`src/rtl/pipe_stage_reg.sv`:
```
// Inter-stage pipeline register with valid/control/data payload, hazard
// stall (hold) and flush (bubble) controls, a small occupancy FSM and
// saturating stall/flush/bubble performance counters.
module pipe_stage_reg #(
  parameter int unsigned DATA_W     = 256,
  parameter int unsigned CTRL_W     = 12,
  parameter int unsigned FLUSH_DATA = 0,
  parameter int unsigned CNT_W      = 32
) (
  input  logic              clk,
  input  logic              rst,
  input  logic              valid_in,
  input  logic [CTRL_W-1:0] ctrl_in,
  input  logic [DATA_W-1:0] data_in,
  input  logic              stall,
  input  logic              flush,
  input  logic              cnt_clr,
  output logic              valid_out,
  output logic [CTRL_W-1:0] ctrl_out,
  output logic [DATA_W-1:0] data_out,
  output logic              held,
  output logic [CNT_W-1:0]  stall_cnt,
  output logic [CNT_W-1:0]  flush_cnt,
  output logic [CNT_W-1:0]  bubble_cnt
);

  typedef enum logic [1:0] {
    S_EMPTY = 2'd0,
    S_VALID = 2'd1,
    S_HELD  = 2'd2
  } state_t;

  localparam logic [CNT_W-1:0] CNT_MAX = {CNT_W{1'b1}};

  state_t              r_state;
  state_t              w_state_nxt;
  logic                r_held;
  logic                w_held_nxt;
  logic                r_valid;
  logic [CTRL_W-1:0]   r_ctrl;
  logic [DATA_W-1:0]   r_data;
  logic [CNT_W-1:0]    r_stall_cnt;
  logic [CNT_W-1:0]    r_flush_cnt;
  logic [CNT_W-1:0]    r_bubble_cnt;
  logic                w_stall_inc;
  logic                w_flush_inc;
  logic                w_bubble_inc;

  // Occupancy state register; held is registered alongside the state.
  always_ff @(posedge clk) begin
    if (rst) begin
      r_state <= S_EMPTY;
      r_held  <= 1'b0;
    end else begin
      r_state <= w_state_nxt;
      r_held  <= w_held_nxt;
    end
  end

  // Next-state decode: flush empties, stall holds (a stalled bubble stays empty), load follows valid_in.
  always_comb begin
    w_state_nxt = r_state;
    if (flush) begin
      w_state_nxt = S_EMPTY;
    end else if (stall) begin
      case (r_state)
        S_VALID: w_state_nxt = S_HELD;
        S_HELD:  w_state_nxt = S_HELD;
        default: w_state_nxt = S_EMPTY;
      endcase
    end else begin
      w_state_nxt = valid_in ? S_VALID : S_EMPTY;
    end
    w_held_nxt = (w_state_nxt == S_HELD);
  end

  // Payload register: flush > stall > load; an invalid entry never carries control.
  always_ff @(posedge clk) begin
    if (rst) begin
      r_valid <= 1'b0;
      r_ctrl  <= '0;
      r_data  <= '0;
    end else if (flush) begin
      r_valid <= 1'b0;
      r_ctrl  <= '0;
      if (FLUSH_DATA != 0) begin
        r_data <= '0;
      end
    end else if (!stall) begin
      r_valid <= valid_in;
      r_ctrl  <= valid_in ? ctrl_in : '0;
      r_data  <= data_in;
    end
  end

  assign w_stall_inc  = stall & ~flush;
  assign w_flush_inc  = flush;
  assign w_bubble_inc = flush | (~stall & ~valid_in);

  // Saturating performance counters; clear wins over a same-cycle increment.
  always_ff @(posedge clk) begin
    if (rst || cnt_clr) begin
      r_stall_cnt  <= '0;
      r_flush_cnt  <= '0;
      r_bubble_cnt <= '0;
    end else begin
      if (w_stall_inc && (r_stall_cnt != CNT_MAX)) begin
        r_stall_cnt <= r_stall_cnt + CNT_W'(1);
      end
      if (w_flush_inc && (r_flush_cnt != CNT_MAX)) begin
        r_flush_cnt <= r_flush_cnt + CNT_W'(1);
      end
      if (w_bubble_inc && (r_bubble_cnt != CNT_MAX)) begin
        r_bubble_cnt <= r_bubble_cnt + CNT_W'(1);
      end
    end
  end

  assign valid_out  = r_valid;
  assign ctrl_out   = r_ctrl;
  assign data_out   = r_data;
  assign held       = r_held;
  assign stall_cnt  = r_stall_cnt;
  assign flush_cnt  = r_flush_cnt;
  assign bubble_cnt = r_bubble_cnt;

endmodule

```
`config.mk`:
```
export PLATFORM = sky130hd
export DESIGN_NAME = pipe_stage_reg
export DESIGN_NICKNAME = d
export VERILOG_FILES = /design/src/rtl/pipe_stage_reg.sv
export SDC_FILE = /design/constraint.sdc
export NUM_CORES = 1
export LEC_CHECK = 0
export BUFFER_PORTS_ARGS = -buffer_cell sky130_fd_sc_hd__buf_2
export CAP_MARGIN = 20
export CORE_AREA = 8 8 241 243
export DETAILED_ROUTE_END_ITERATION = 10
export DIE_AREA = 0 0 249 251
export PLACE_DENSITY = 0.6
export RECOVER_POWER = 50
export SYNTH_ARGS = -nofsm -noshare
export SYNTH_HDL_FRONTEND = slang
export SYNTH_SLANG_ARGS = --single-unit
```
`constraint.sdc`:
```
create_clock -name clk -period 2.27 [get_ports clk]
set_clock_uncertainty 0.2 [all_clocks]
set_input_delay 0.1135 -clock clk [delete_from_list [all_inputs] [get_ports clk]]
set_output_delay 0.1135 -clock clk [all_outputs]
set_load 0.02 [all_outputs]
```
* Yosys cells after proc, flatten, opt, wreduce, memory -nomap -nowiden
Cells that the tools add are included.
** Storage, ports and cells
- Word-level logic and storage cells :: 35
- Input bits :: 274
- Register bits after elaboration :: 368
- Output and inout bits :: 366
** Cells by class
- Reductions and logical operators :: 7
- Equality and inequality tests :: 6
- Multiplexer cells :: 5
- Add/subtract/negate cells :: 3
- Bitwise operators :: 6
** Operators by type and width (number)
- $add A32 B1 Y32 const B :: 3
- $ne A32 B32 Y1 const B :: 3
- $mux W12 :: 1
- $mux W2 :: 3
- $eq A2 B2 Y1 const B :: 2
- $reduce_or A2 Y1 :: 2
- $logic_and A1 B1 Y1 :: 3
- $not A1 Y1 :: 3
- $and A1 B1 Y1 :: 2
- $eq A2 B1 Y1 const B :: 1
- $reduce_and A2 Y1 :: 1
- $logic_or A1 B1 Y1 :: 1
- $mux W1 :: 1
- $or A1 B1 Y1 :: 1

* Depth between registers and ports, before layout
- Depth after elaboration :: 6
- Mapped depth :: 8
- Gate-level depth less buffers :: 6

* Worst setup path before layout
OpenSTA, ideal clock, no wires.
- Path kind :: register to register
- Start :: register r_bubble_cnt[6] (netlist: bubble_cnt[6])
- End :: register r_bubble_cnt[28] (netlist: bubble_cnt[28])
- Period minus slack after synthesis :: 2.526 ns
- Setup time :: 0.070 ns
- Stages on the path, launching flop included :: 7
- Data required time :: 2.000 ns
- Buffers on the path :: 1
- Arrival :: 2.255 ns
- Path slack :: -0.256 ns
- Cell sequence :: dfxtp_1 > nand4_4 > or4_4 > buf_6 > or3_4 > or4_1 > a21oi_1
** On the way
- Longest elaborated chain between the ends :: 2
- Elaborated cells on any way between the ends :: 3
- Classes of those cells :: add/sub: 1; eq/ne: 1; reduce/logical: 1
** Ends and longest elaborated chain
- start, declared :: RTL line 44 : logic [CNT_W-1:0] r_bubble_cnt;
- start signal, assigned :: RTL line 114 : r_bubble_cnt <= r_bubble_cnt + CNT_W'(1);
- branches (longest 2 deep; another with $add A32 B1 Y32)
Several ways; the timed one is not identified.
A chain may end at the register's enable or synchronous reset.

* Worst setup path in the final report
- Start :: register r_bubble_cnt[8] (netlist: bubble_cnt[8])
- End :: register r_bubble_cnt[28] (netlist: bubble_cnt[28])
Same word-level chain as after synthesis.

==> flow_summary.toml <==
[synthesis]
syn_area_mm2 = 0.0140
ys_seq_elements = 368
syn_avg_cell_area_um2 = 8.08
synth_cell_type_count = 54
synthFlopType = "dfxtp_1"
synth-async-reset-ratio = 0
syn_nets = 2008
synthCells = 1731
yosysSeqAreaShare = 0.527
synth_edf_count = 0
ys_warn_count = 0

[clock_tree]
cts.reportedPaths.clkPinSlew_ns = 0.06
clockBufferDepth = 3
htreeDepth = 2
cts_buffers = 42
cts_tree = "yes"
clk_latency_ns = 0.55
cts_sinks = 368
cts_root_buf = "clkbuf_16"

[drt]
drcViolationCount = 0
vias = 16826
viasPerCell = 4.83
final_antenna_net_count = 0
drtIter0Drc = 949
detail_route.wl_per_cell_um = 18.3
wl_um = 63800
drtPass1Iterations = 5

[global_routing]
grt_pass1_vias = 16917
grt_pass1_wl_um = 95300
antenna_found_initial = 3
grt_util_met2 = 0.340
grt_max_degree = 156
grt-ovfl-total = 0
met1_usage = 0.203
use_met3 = 0.0534
top_usage_layer = "met2"
grt_usage = 0.187

[critical_path]
endpoint = "bubble_cnt[28]$_SDFFE_PP0P_"
path_max_fanout = 6
setup.worst_path.start_class = "flip-flop"
required_ns = 2.55
worst-endpoint-arrival_ns = 2.60
reg2reg_to = "bubble_cnt[28]$_SDFFE_PP0P_"
r2r_slack_ns = -0.04
worstSetupStartpoint = "bubble_cnt[8]$_SDFFE_PP0P_"
ff2ff_path_depth = 5
r2r-start = "bubble_cnt[8]$_SDFFE_PP0P_"
critPathKind = "flip-flop to flip-flop"
cp-end-kind = "flip-flop"

[floorplan]
start_util = 0.257
die_width_um = 249
fp.dieH_um = 251
row_count = 86
ios = 640
die_area_mm2 = 0.0625
core_mm2 = 0.0543

[timing]
hold_ws_ns = 0.133
min_period_ns = 2.31
rsz0062_at_grt = "yes"
tns_ns = -0.0567
worst_slack_ns = -0.0442
clock.fmax_ghz = 0.432
relSlewSlack = 0.168
slew_viol_final = 0
period_share = 1.02
setup_violations = 3
hold_viol = 0
worstMarginPinSlew_ns = 1.25

[pwr]
p_total_mw = 15.3
ir_drop_mv = 0.583
p_per_area_mw_per_mm2 = 657
leakage_nw = 9.30

[finish]
n_fill_cell = 5336
register_area_mm2 = 0.00748
drive_gt1_frac = 0.241
final_cell_area_mm2 = 0.0233
multi_input_area_mm2 = 0.00630
syn2layout_area_growth_pct = 66.6
fin_nets = 3018

[place]
dp_hpwl_um = 44200
gp_congestion = 0.854
io_buffer_count = 639
postPlaceCellArea_mm2 = 0.0188

[job]
maxCapViolations = 0

[worst_hold_path]
hp-class = "input pin to flip-flop"

[outcome]
violations = "setup timing"
outcome = "complete, but fails checks"
[state kept, by name (all words and copies together), names as in the netlist]
register    count
flush_cnt      32
r_state         2
stall_cnt      32
held            1
valid_out       1
ctrl_out       12
data_out      256
bubble_cnt     32
[synthesized netlist by cell type (14+ instances only)]
cell,instances,area (µm²)
or4_1,32,240
dfxtp_1,368,7370
nor2_1,40,150
nand4_1,28,175
or3_1,28,175
o21ai_0,29,145
a21oi_1,309,1550
clkbuf_1,104,390
nand2_1,556,2090
o31ai_1,32,240
nor4_1,14,87.6
nand3_1,32,160
xnor2_1,19,166
[per-stage QoR]
stage	instances	setup slack, ns	utilization
5_1_grt	3481	-0.0689	0.429
2_1_floorplan	1731	-0.0668	-
6_report	3481	-0.0442	0.429
4_1_cts	3466	0.00339	0.429
3_5_place_dp	3077	-0.0774	0.347
3_3_place_gp	3077	0.00630	0.347
[cells by family after synthesis]
logic type / count (synthesis) / share of synthesized area
DFF: 368 / 0.527
adders and majority gates: 3 / 0.00268
AOI/OAI and AO/OA: 425 / 0.171
muxes: 3 / 0.00215
and+or+nand+nor: 774 / 0.244
buffers and inverters: 131 / 0.0361
xor gates and xnor gates: 27 / 0.0169
[layout by cell type (no fill, tap or decap), types with 19 or more instances in the layout]
| cell | n |
|---|---|
| nand2_1 | 556 |
| buf_2 | 381 |
| dfxtp_1 | 323 |
| dlygate4sd3_1 | 312 |
| a21oi_1 | 303 |
| clkbuf_1 | 270 |
| buf_4 | 113 |
| clkbuf_16 | 47 |
| nor2_1 | 39 |
| o21ai_0 | 29 |
| o31ai_1 | 29 |
| nand4_1 | 28 |
| nand3_1 | 27 |
| or4_1 | 27 |
| or3_1 | 25 |
| dfxtp_2 | 23 |
| dfxtp_4 | 22 |
| xnor2_1 | 19 |
[layout make-up]
cell class                 count  area share
antenna                        3    0.000322
clock inverter                14     0.00521
timing repair buffer        1085       0.311
tap                          704      0.0378
multi-input combinational   1232       0.270
sequential                   368       0.321
inverter                      12     0.00193
clock buffer                  63      0.0524
[layer usage]
layer	part of all wire	vias up	routed length (µm)
met5	0	-	0
met4	0.039	0	2460
met3	0.085	141	5390
met2	0.51	793	32700
met1	0.36	7935	23200
li1	-	7957	-
[how the worst min path moves through the flow]
| stage | slack, ns | startpoint | to | cells after the start |
|---|---|---|---|---|
| after floorplan | 0.05 | ctrl_in[10] | ctrl_out[10]$_SDFFE_PP0N_ | 1 |
| after global placement | 0.13 | ctrl_in[0] | ctrl_out[0]$_SDFFE_PP0N_ | 2 |
| after detailed placement | 0.13 | ctrl_in[8] | ctrl_out[8]$_SDFFE_PP0N_ | 2 |
| after CTS | 0.07 | ctrl_in[0] | ctrl_out[0]$_SDFFE_PP0N_ | 3 |
| after global routing | 0.10 | ctrl_in[11] | ctrl_out[11]$_SDFFE_PP0N_ | 3 |
| final | 0.13 | ctrl_in[0] | ctrl_out[0]$_SDFFE_PP0N_ | 3 |
[what timing repair did]
| action | CTS | global route |
|---|---|---|
| cloned | 0 | 4 |
| setup buffers | 0 | 8 |
| endpoints found under the hold margin | 287 | 0 |
| pin swaps | 3 | 16 |
| endpoints found under the setup margin | 7 | 33 |
| resized for setup | 4 | 38 |
| hold buffers | 312 | 0 |
[where the power goes]
part / leakage, nW / internal (mW) / switching [mW] / total [mW]
Clock: 0.658 / 3.94 / 2.71 / 6.65
Sequential: 3.03 / 6.65 / 0.119 / 6.77
Combinational: 5.62 / 0.833 / 1.06 / 1.89
Total: 9.30 / 11.4 / 3.89 / 15.3
[worst max-delay path, cell delays in order (launching register included)]
cell and delay (ns):
dfxtp_4 0.37, nand4_4 0.11, or4_4 0.59, or3_4 0.42
or4_4 0.43, a21oi_2 0.14
Note: power is estimated with default switching activity, not from simulation.
